**config.mk**
```make
export PLATFORM = sky130hd
export DESIGN_NAME = axi4lite_slave_mem
export DESIGN_NICKNAME = d
export VERILOG_FILES = /design/src/rtl/axi4lite_slave_mem.sv
export SDC_FILE = /design/constraint.sdc
export NUM_CORES = 1
export LEC_CHECK = 0
export CAP_MARGIN = 25
export CELL_PAD_IN_SITES_DETAIL_PLACEMENT = 0
export CELL_PAD_IN_SITES_GLOBAL_PLACEMENT = 2
export CORE_ASPECT_RATIO = 1.5
export CORE_MARGIN = 2
export CORE_UTILIZATION = 49
export CTS_CLUSTER_DIAMETER = 150
export DETAILED_ROUTE_END_ITERATION = 7
export HOLD_SLACK_MARGIN = 0.1
export PLACE_DENSITY = 0.95
export RECOVER_POWER = 100
export SYNTH_ARGS = -nofsm -noshare
export SYNTH_HDL_FRONTEND = slang
export SYNTH_SLANG_ARGS = --single-unit
export TNS_END_PERCENT = 20
```
**constraint.sdc**
```tcl
create_clock -name clk -period 6.7 [get_ports clk]
set_input_delay 1.34 -clock clk [delete_from_list [all_inputs] [get_ports clk]]
set_output_delay 1.34 -clock clk [all_outputs]
set_load 0.03 [all_outputs]
```
**src/rtl/axi4lite_slave_mem.sv**
```systemverilog
// -----------------------------------------------------------------------------
// axi4lite_slave_mem
//
// AXI4-lite responder backed by a word-addressed memory of MEMDEPTH words of
// DATAWIDTH bits. Separate write and read FSMs run independently; every output
// comes straight from a flop.
//
// Handshake semantics (all five channels): a transfer happens on a rising edge
// where both VALID and READY are sampled high. The sender holds VALID and its
// payload stable until that edge; this block only ever raises READY from
// registered state, so there is no input-to-output combinational path.
//
// Ports:
//   clk, rst_N                       clock, asynchronous active-low reset
//   AWADDR/AWVALID/AWREADY           write address channel
//   WDATA/WSTRB/WVALID/WREADY        write data channel (byte-lane strobes)
//   BRESP/BVALID/BREADY              write response (00 OKAY, 10 SLVERR)
//   ARADDR/ARVALID/ARREADY           read address channel
//   RDATA/RRESP/RVALID/RREADY        read data channel (00 OKAY, 10 SLVERR)
//   dbg_wr_state_o, dbg_rd_state_o   current write / read FSM state
// -----------------------------------------------------------------------------
module axi4lite_slave_mem #(
  parameter int ADDRWIDTH = 32,
  parameter int DATAWIDTH = 32,
  parameter int MEMDEPTH  = 16
) (
  input  logic                   clk,
  input  logic                   rst_N,
  // write address
  input  logic [ADDRWIDTH-1:0]   AWADDR,
  input  logic                   AWVALID,
  output logic                   AWREADY,
  // write data
  input  logic [DATAWIDTH-1:0]   WDATA,
  input  logic [DATAWIDTH/8-1:0] WSTRB,
  input  logic                   WVALID,
  output logic                   WREADY,
  // write response
  output logic [1:0]             BRESP,
  output logic                   BVALID,
  input  logic                   BREADY,
  // read address
  input  logic [ADDRWIDTH-1:0]   ARADDR,
  input  logic                   ARVALID,
  output logic                   ARREADY,
  // read data
  output logic [DATAWIDTH-1:0]   RDATA,
  output logic [1:0]             RRESP,
  output logic                   RVALID,
  input  logic                   RREADY,
  // FSM state observation
  output logic [1:0]             dbg_wr_state_o,
  output logic                   dbg_rd_state_o
);

  localparam int STRBW = DATAWIDTH / 8;
  localparam int OFFW  = $clog2(STRBW);
  localparam int IDXW  = $clog2(MEMDEPTH);
  // One extra bit so the byte-size constant cannot overflow ADDRWIDTH.
  localparam logic [ADDRWIDTH:0] MEM_BYTES = (ADDRWIDTH + 1)'(MEMDEPTH * STRBW);

  localparam logic [1:0] RESP_OKAY   = 2'b00;
  localparam logic [1:0] RESP_SLVERR = 2'b10;

  typedef enum logic [1:0] {
    W_IDLE = 2'd0,
    W_EXEC = 2'd1,
    W_RESP = 2'd2
  } w_state_e;

  typedef enum logic {
    R_IDLE = 1'b0,
    R_DATA = 1'b1
  } r_state_e;

  function automatic logic addr_in_range(input logic [ADDRWIDTH-1:0] a);
    return {1'b0, a} < MEM_BYTES;
  endfunction

  // Byte-offset bits are dropped; out-of-range addresses are filtered
  // separately, so aliasing here is harmless.
  function automatic logic [IDXW-1:0] word_idx(input logic [ADDRWIDTH-1:0] a);
    return a[OFFW +: IDXW];
  endfunction

  // ---------------------------------------------------------------------------
  // Write path state
  // ---------------------------------------------------------------------------
  w_state_e               w_state_q, w_state_d;
  logic                   awready_q, awready_d;
  logic                   wready_q,  wready_d;
  logic [ADDRWIDTH-1:0]   aw_addr_q, aw_addr_d;
  logic                   aw_got_q,  aw_got_d;
  logic [DATAWIDTH-1:0]   w_data_q,  w_data_d;
  logic [STRBW-1:0]       w_strb_q,  w_strb_d;
  logic                   w_got_q,   w_got_d;
  logic                   bvalid_q,  bvalid_d;
  logic [1:0]             bresp_q,   bresp_d;
  logic                   mem_we;

  logic [DATAWIDTH-1:0]   mem_q [MEMDEPTH];

  logic aw_hs;
  logic w_hs;

  assign aw_hs = AWVALID && awready_q;
  assign w_hs  = WVALID  && wready_q;

  always_comb begin
    w_state_d = w_state_q;
    awready_d = awready_q;
    wready_d  = wready_q;
    aw_addr_d = aw_addr_q;
    aw_got_d  = aw_got_q;
    w_data_d  = w_data_q;
    w_strb_d  = w_strb_q;
    w_got_d   = w_got_q;
    bvalid_d  = bvalid_q;
    bresp_d   = bresp_q;
    mem_we    = 1'b0;

    case (w_state_q)
      W_IDLE: begin
        if (aw_hs) begin
          aw_addr_d = AWADDR;
          aw_got_d  = 1'b1;
        end
        if (w_hs) begin
          w_data_d = WDATA;
          w_strb_d = WSTRB;
          w_got_d  = 1'b1;
        end
        // Each ready stays up until its own channel has been captured; this
        // also raises both readies on the first edge after reset.
        awready_d = !(aw_got_q || aw_hs);
        wready_d  = !(w_got_q  || w_hs);
        if ((aw_got_q || aw_hs) && (w_got_q || w_hs)) begin
          w_state_d = W_EXEC;
        end
      end

      W_EXEC: begin
        // Commit edge: the memory update and the response are launched together.
        mem_we    = addr_in_range(aw_addr_q);
        bresp_d   = addr_in_range(aw_addr_q) ? RESP_OKAY : RESP_SLVERR;
        bvalid_d  = 1'b1;
        aw_got_d  = 1'b0;
        w_got_d   = 1'b0;
        w_state_d = W_RESP;
      end

      W_RESP: begin
        if (BREADY) begin
          bvalid_d  = 1'b0;
          bresp_d   = RESP_OKAY;
          awready_d = 1'b1;
          wready_d  = 1'b1;
          w_state_d = W_IDLE;
        end
      end

      default: begin
        w_state_d = W_IDLE;
      end
    endcase
  end

  always_ff @(posedge clk or negedge rst_N) begin
    if (!rst_N) begin
      w_state_q <= W_IDLE;
      awready_q <= 1'b0;
      wready_q  <= 1'b0;
      aw_addr_q <= '0;
      aw_got_q  <= 1'b0;
      w_data_q  <= '0;
      w_strb_q  <= '0;
      w_got_q   <= 1'b0;
      bvalid_q  <= 1'b0;
      bresp_q   <= RESP_OKAY;
    end else begin
      w_state_q <= w_state_d;
      awready_q <= awready_d;
      wready_q  <= wready_d;
      aw_addr_q <= aw_addr_d;
      aw_got_q  <= aw_got_d;
      w_data_q  <= w_data_d;
      w_strb_q  <= w_strb_d;
      w_got_q   <= w_got_d;
      bvalid_q  <= bvalid_d;
      bresp_q   <= bresp_d;
    end
  end

  // ---------------------------------------------------------------------------
  // Memory array: cleared by reset, byte-lane writes on the commit edge
  // ---------------------------------------------------------------------------
  always_ff @(posedge clk or negedge rst_N) begin
    if (!rst_N) begin
      for (int i = 0; i < MEMDEPTH; i++) begin
        mem_q[i] <= '0;
      end
    end else if (mem_we) begin
      for (int b = 0; b < STRBW; b++) begin
        if (w_strb_q[b]) begin
          mem_q[word_idx(aw_addr_q)][8*b +: 8] <= w_data_q[8*b +: 8];
        end
      end
    end
  end

  // ---------------------------------------------------------------------------
  // Read path
  // ---------------------------------------------------------------------------
  r_state_e               r_state_q, r_state_d;
  logic                   arready_q, arready_d;
  logic                   rvalid_q,  rvalid_d;
  logic [DATAWIDTH-1:0]   rdata_q,   rdata_d;
  logic [1:0]             rresp_q,   rresp_d;

  logic ar_hs;

  assign ar_hs = ARVALID && arready_q;

  always_comb begin
    r_state_d = r_state_q;
    arready_d = arready_q;
    rvalid_d  = rvalid_q;
    rdata_d   = rdata_q;
    rresp_d   = rresp_q;

    case (r_state_q)
      R_IDLE: begin
        arready_d = 1'b1;
        if (ar_hs) begin
          arready_d = 1'b0;
          rvalid_d  = 1'b1;
          // mem_q is sampled before this edge's write lands, so a read that
          // hits the same edge as a write commit returns the old contents.
          if (addr_in_range(ARADDR)) begin
            rdata_d = mem_q[word_idx(ARADDR)];
            rresp_d = RESP_OKAY;
          end else begin
            rdata_d = '0;
            rresp_d = RESP_SLVERR;
          end
          r_state_d = R_DATA;
        end
      end

      R_DATA: begin
        // RDATA/RRESP are left alone on completion so they keep their value.
        if (RREADY) begin
          rvalid_d  = 1'b0;
          arready_d = 1'b1;
          r_state_d = R_IDLE;
        end
      end

      default: begin
        r_state_d = R_IDLE;
      end
    endcase
  end

  always_ff @(posedge clk or negedge rst_N) begin
    if (!rst_N) begin
      r_state_q <= R_IDLE;
      arready_q <= 1'b0;
      rvalid_q  <= 1'b0;
      rdata_q   <= '0;
      rresp_q   <= RESP_OKAY;
    end else begin
      r_state_q <= r_state_d;
      arready_q <= arready_d;
      rvalid_q  <= rvalid_d;
      rdata_q   <= rdata_d;
      rresp_q   <= rresp_d;
    end
  end

  // ---------------------------------------------------------------------------
  // Outputs
  // ---------------------------------------------------------------------------
  assign AWREADY        = awready_q;
  assign WREADY         = wready_q;
  assign BVALID         = bvalid_q;
  assign BRESP          = bresp_q;
  assign ARREADY        = arready_q;
  assign RVALID         = rvalid_q;
  assign RDATA          = rdata_q;
  assign RRESP          = rresp_q;
  assign dbg_wr_state_o = w_state_q;
  assign dbg_rd_state_o = r_state_q;

endmodule

```
==> impl_summary.md, run 1 <==
Outcome
The flow ran to the end, but the final reports show violations. The checks that failed: max-capacitance violations, max-slew violations.

STA
Setup total negative slack on the finished layout was measured at 0 ns. The relative slew slack is -1.10. Dividing the final minimum period by the clock period gives 0.664. Setup repair after global routing left no endpoint under its margin. The final worst setup slack is 2.25 ns.

The total count of max-transition violations in the final report is 687. The worst path needs 4.45 ns of the cycle, external delays included. Derived from the worst setup path, the maximum achievable clock frequency is 225 MHz. Between clock sinks in the finished design, the worst skew comes to 0.0147 ns. At the pin with the least slew margin, the transition time is 3.14 ns. The final-report hold violation count came to 0. Setup violations remaining at the end of the flow were counted as 0.

Yosys
By area the synthesized netlist is led by sky130_fd_sc_hd__dfrtp_1, sky130_fd_sc_hd__mux2_2, sky130_fd_sc_hd__mux4_2. The primary flip-flop cell chosen by synthesis mapping is sky130_fd_sc_hd__dfrtp_1. The async set-reset flop share out of synthesis is 1.00.

The sequential share of the synthesized area is 0.554. The leading cell type by number of instances after synthesis is sky130_fd_sc_hd__dfrtp_1. Summed over all instances, the cell type with the most area after synthesis is sky130_fd_sc_hd__dfrtp_1.

The register bit total from synthesis is 622. The area share of the leading cell type in the synthesized netlist is 0.554. The mean cell area of the mapped netlist is 16.4 um^2.

The commonest cells after synthesis are sky130_fd_sc_hd__dfrtp_1, sky130_fd_sc_hd__mux2_2, sky130_fd_sc_hd__mux4_2. The instance count of the mapped netlist is 1715. The netlist uses 35 different library cells. The number of enable-type register cells in the synthesized netlist is 0.

During synthesis, Yosys emitted a total of 0 warnings. The synthesized netlist occupies a cell area of 28100 um^2.

Global routing
For this run, global-route usage on met3 was measured as 0.0348. The busiest layer in global routing is met2. The met1 usage is 0.267. The number of global-route vias before repair was 17091. The total routing resource utilization after global routing is 0.217. The met2 demand-to-capacity share in global routing is 0.388. The number of antenna violations at the first check in global routing came to 1. Entering global routing, the biggest net connects 163 pins. The first-pass GRT wire length is 98800 um. The overflow left after global routing is 0.

Floorplan
The total area inside the core boundary comes to 56800 um^2. The die area is 59300 um^2. In this run the horizontal extent of the chip is 200 um. The number of top-level pins is 151. The floorplan row count is 107.

The starting density of the core is 0.495. Measured along the y axis, the die boundary spans 297 um.

Route
Once detail routing completed, the nets flagged for antenna violations numbered 0. The routed via count divided by cell count is 5.85. The routed layout has 15449 vias. The initial detailed-routing violation count is 720. The DRC violation count after routing is 0.

The total wire length after detailed routing is 62100 um. The number of search-and-repair iterations in the first detailed-routing pass is 5. After detailed routing, the average wire length per cell comes to 23.5 um.

Setup path
At the worst endpoint, the required time is 7.20 ns. The critical path starts at aw_addr_q[13]. The category of the worst setup path capture point is a flip-flop.

The maximum net fanout on the critical path is 36. The critical path endpoint is mem_q[214]. The cell at the slowest stage of the critical path is sky130_fd_sc_hd__nor4_1. The data arrival at the endpoint of the critical path is 4.96 ns.

The kind of launch point of the worst setup path is a flip-flop. On the worst path, the slowest cell contributes a delay of 2.29 ns. The startpoint of the worst-slack reg-to-reg timing path is aw_addr_q[13]. In this run the critical register-to-register path is captured at mem_q[214].

The slack of the worst reg-to-reg path is 2.25 ns. The category of the most critical setup path is reg2reg. The signal on the critical path passes through nor4_1 -> nand4_1 -> buf_4 -> buf_4 -> nor4_1 -> mux2_2. For the worst flop-to-flop path, the logic depth is 6.

Power and ir drop
The switching power is 2470 uW. Power spread over the standard cell area amounts to 281 nW/um^2. The proportion of power drawn by the clock network is 0.377. The relative contribution of combinational cells to total power is 0.108. Cell internal power was estimated by the tool at 6330 uW. Of the total power, the share spent switching nets is 0.280. The maximum ir drop on the vdd rail is 0.229 mV. The share of total power dissipated in sequential elements is 0.515. For this design the static power due to leakage is 0.0147 uW.

CTS
The tree is rooted in a sky130_fd_sc_hd__clkbuf_16. The clock transition time at the flip-flop clock pins of the worst setup and hold paths is 0.06 ns. The maximum root-to-sink buffer count is 3. In this run, post-CTS repair resized a total of 0 instances. The number of buffers inserted for hold repair after clock tree synthesis is 0.

The later pin in the worst-skew pair is clocked with a latency of 0.62 ns. Buffers inserted during clock tree synthesis total 57. Counting every sink on the clock net gives 622. The setup fix buffers added after clock tree synthesis is 0. TritonCTS built the clock tree. The H-tree was split into 2 levels.

Placement
Once detailed placement completed, the half-perimeter wirelength came to 38900 um. Input and output buffers added on the ports amount to 144. At the placement stage, the worst setup path has a slack of 2.80 ns. Routability-driven placement finished with a final weighted congestion of 0.733.

Finish
The relative area change from synthesis to final layout is 11.4%. In the final layout, the multi-input gates occupy 11100 um^2. Of the cells placed in the final design, the portion with a size suffix greater than 1 is 0.402. In the final layout, flip-flops and latches occupy 15600 um^2.

The count of nets after finishing is 1940. The count of antenna diodes in the layout is 0. The filler cell count in the final layout is 4590.

Job
The count of max-cap constraint violations is 67.

Worst hold path
The worst hold path depth is 2. In this run the worst hold path is classified as reg2reg.
-- sequential cells by signal, summed over array words and instances (netlist names), 2 cells and up --
signal and cells:
RDATA 32, w_data_q 32, dbg_wr_state_o 2, mem_q 512, w_strb_q 4, aw_addr_q 30
-- power by group through the flow --
stage | combinational, uW | sequential (uW) | clock, uW
final | 953 | 4530 | 3320
after global routing | 1040 | 4600 | 3530
after CTS | 1110 | 4520 | 3390
after detailed placement | 1110 | 4580 | 0
after global placement | 1070 | 4540 | 0
after floorplan | 879 | 4300 | 0
-- stage by stage --
stage                     power [uW]  hold WS [ns]   util  area, um^2  cells
final                           8800         0.475  0.551       31300   2640
after global routing            9170         0.511  0.551       31300   2640
after CTS                       9020         0.492  0.567       32200   2637
after detailed placement        5690         0.476  0.534       30300   2534
after global placement          5610         0.461  0.533       30300   2533
after floorplan                 5180         0.450      -       28100   1716
-- cells by family after synthesis --
logic type | synth area share
compound gates | 0.0305
buf+inv | 0.0180
flops | 0.554
mux | 0.333
other cells | 0.000133
simple gates | 0.0647
-- cell usage in the layout (no fill, tap or decap), drive strengths merged, types with 2 or more instances in the layout --
cell type / instances
mux2: 574
a22o: 31
a21o: 2
clkdlybuf4s50: 95
nor2: 7
dfrtp: 622
nor2b: 9
inv: 8
o21ai: 6
nand4: 3
clkinv: 10
and3: 2
nand2b: 2
dlygate4sd3: 46
clkbuf: 93
bufinv: 4
buf: 20
nand2: 50
a21oi: 6
nand3: 8
conb: 2
a22oi: 62
nor4: 76
mux4: 128
-- critical path, delay by kind of cell (launching register included) --
family	cells	cell delay (ns)
AND/OR/NAND/NOR	3	2.91
buffers and inverters	2	0.55
multiplexers	1	0.48
flip-flops	1	0.38
-- worst min path at each step --
stage               start         end  slack [ns]
2_1_floorplan    aw_got_q    aw_got_q        0.45
6_report           RVALID      RVALID        0.47
5_1_grt        mem_q[469]  mem_q[469]        0.51
4_1_cts           w_got_q     w_got_q        0.49
3_3_place_gp       RVALID      RVALID        0.46
3_5_place_dp      w_got_q     w_got_q        0.48
-- layout make-up --
class,instances,share of cell area
clock inverter,16,0.00596
clock buffer,87,0.0550
tap,763,0.0305
sequential,622,0.497
inverter,7,0.000839
timing repair buffer,167,0.0553
multi-input combinational,978,0.355
-- per-layer routing --
metal	share of wire	wire [um]
met1	0.40	24600
met2	0.54	33300
met3	0.040	2470
met4	0.027	1660
met5	0	0
Power figures use the tool's default switching activity.
==> run 2: changes to the inputs <==
CORE_UTILIZATION = 45   (was 49)
PLACE_DENSITY = 0.91   (was 0.95)
clock period = 4.59 ns   (was 6.7 ns; I/O delays follow)
==> impl_summary.md, run 2 (same netlist as run 1, synthesis figures left out) <==
Outcome
The flow ran to the end, but the final reports show violations. The final reports fail on max-capacitance violations, max-slew violations.

STA
The final-report hold violation count came to 0. The share of the clock period used by the worst path after layout is 0.769. The worst pin sits at a relative slew slack of -0.670.

The total count of max-transition violations in the final report was 417. The worst path in the final design needs a cycle of 3.53 ns, including I/O delays and setup. Setup repair after global routing left no endpoint under its margin. Between clock sinks in the finished design, the worst skew comes to 0.0248 ns. The final total negative setup slack is 0 ns.

The setup-violating endpoint count in the final report is 0. At the pin with the least slew margin, the transition time is 2.51 ns. Derived from the worst setup path, the maximum achievable clock frequency is 283 MHz.

Setup path
The worst flop-to-flop path endpoint is mem_q[275]. The critical path is of the reg2reg type. The stage delay of the slowest cell on the critical path is 1.56 ns. The top cell family by delay on the critical path is simple AND/OR/NAND/NOR gates. The critical path required time is 5.09 ns. The worst setup path is launched from a flip-flop. Along the worst path, the maximum fanout reaches 65. The cell at the slowest stage of the critical path is sky130_fd_sc_hd__nor4_1. The most frequent cell on the critical path is sky130_fd_sc_hd__nor4_1. The buffers plus inverters on the worst setup path is 1. The data arrival at the endpoint of the critical path is 4.03 ns. The signal on the critical path passes through nor4_1 -> nand3_4 -> buf_12 -> nor4_1 -> mux2_2. Across all register-to-register paths, the minimum setup slack is 1.06 ns. The length in cells of the worst reg-to-reg path is 5. The startpoint of the worst-slack reg-to-reg timing path is aw_addr_q[7]. The category of the worst setup path capture point is a flip-flop.

Finish
The register ranked first by flip-flop count is mem_q. Of the cells placed in the final design, the portion with a size suffix greater than 1 is 0.470. The count of antenna diodes in the layout is 0.

The finished layout holds 2685 standard cells, fillers aside. The net count of the finished layout is 1946. The flip-flop count of the largest register after layout is 512.

The relative area change from synthesis to final layout is 14.2%. Leaving out fill and tap cells, the most frequent cell in the layout is sky130_fd_sc_hd__dfrtp_1. Leaving out fill and tap cells, the most frequent cells in the layout are sky130_fd_sc_hd__dfrtp_1, sky130_fd_sc_hd__mux2_2, sky130_fd_sc_hd__mux4_2.

Floorplan
In this run the vertical extent of the chip is 310 um. For this configuration, the core starts out at a cell density of 0.454. The floorplan step defined a die boundary enclosing 64500 um^2. The number of top-level pins is 151. In this run the horizontal extent of the chip is 208 um.

After floorplanning, the core was sized to cover 61900 um^2. The initialized floorplan defines 112 standard-cell rows.

CTS
The cell at the root of the clock tree is sky130_fd_sc_hd__clkbuf_16. The TritonCTS clock tree is done. The setup fix buffers added after clock tree synthesis is 0. In this run the number of H-tree levels came out at 2. The number of sinks on the clock net is 622.

The clock latency of the later-clocked register in the worst-skew pair is 0.62 ns. The number of resized instances in the post-cts repair step is 0. After clock tree synthesis, the clock-pin slew on the worst setup and hold paths is 0.06 ns. The maximum root-to-sink buffer count is 3. The number of buffers inserted for hold repair after clock tree synthesis is 0. The number of buffers inserted during clock tree synthesis is 57.

Job
The tool flagged a number of max-cap violations equal to 25.

Worst hold path
The class of the tightest hold or removal check is in2async.

Global routing
The first global-routing pass estimated 102000 um of wire. The total routing resource utilization after global routing is 0.203. The number of global-route vias before repair came to 17297. The overflow left after global routing is 0.

The number of antenna violations at the first check in global routing is 0. The maximum number of pins on one net before global-route repair is 121.

Route
The initial detailed-routing violation count is 817. Across all layers, the routed design uses 15587 vias. The routed length per instance is 23.8 um. The remaining number of nets flagged by the antenna check after routing is 0.

The DRC violation count after routing is 0. The number of search-and-repair iterations in the first detailed-routing pass is 4. For this block, the routed nets add up to 63900 um of wire. The routed via count divided by cell count is 5.81.

Power and ir drop
Total power for the finished layout comes to 13000 uW. Across the VDD grid, the largest voltage drop is 0.404 mV. The areal power density over the cells is 406 nW/um^2. In this run the static leakage power is 0.0150 uW.

Placement
The final weighted congestion in routability-driven placement is 0.732. The half-perimeter wire length after placement is 41400 um. The port buffer count is 144.

Once placement completed, the tool counted placed cells totaling 2577.
==> run 2: cell type report <==
cell class	instances	area (um^2)
tap	798	998
clock buffer	86	1720
fill	5191	29800
sequential	622	15600
clock inverter	21	224
inverter	7	26.3
timing repair buffer	173	1780
multi-input combinational	978	11800
==> run 2: per-layer routing <==
metal / share of wire / routed length, um / global-route usage
met2: 0.54 / 34700 / 0.373
met3: 0.038 / 2400 / 0.0285
met4: 0.024 / 1550 / 0.0623
met1: 0.40 / 25300 / 0.246
met5: 0 / 0 / 0
==> run 2: report_power, final <==
group / switching, uW / internal (uW) / total [uW]
clock: 2080 / 2810 / 4890
combinational: 908 / 611 / 1520
sequential: 816 / 5820 / 6640
==> run 2: worst max-delay path by stage <==
stage	from	end	cells past startpoint
2_1_floorplan	ARADDR[2]	RDATA[10]	6
3_3_place_gp	ARADDR[5]	RDATA[12]	6
3_5_place_dp	ARADDR[5]	RDATA[12]	6
4_1_cts	aw_addr_q[13]	mem_q[124]	5
5_1_grt	aw_addr_q[7]	mem_q[238]	5
6_report	aw_addr_q[7]	mem_q[275]	5
==> run 2: worst reg2reg max path: cells and delay by family (launching register included) <==
family,cells,cell delay [ns]
flops,1,0.39
buf+inv,1,0.28
mux,1,0.45
simple gates,3,2.31
==> run 2: metrics by stage <==
stage               hold slack, ns   util  setup slack [ns]  instance area [um^2]
floorplan                    0.450      -              1.77                 28100
global placement             0.463  0.492              1.41                 30500
detailed placement           0.467  0.492              1.36                 30500
CTS                          0.440  0.524              1.64                 32400
global route                 0.454  0.518             0.819                 32100
finish                       0.370  0.518              1.06                 32100
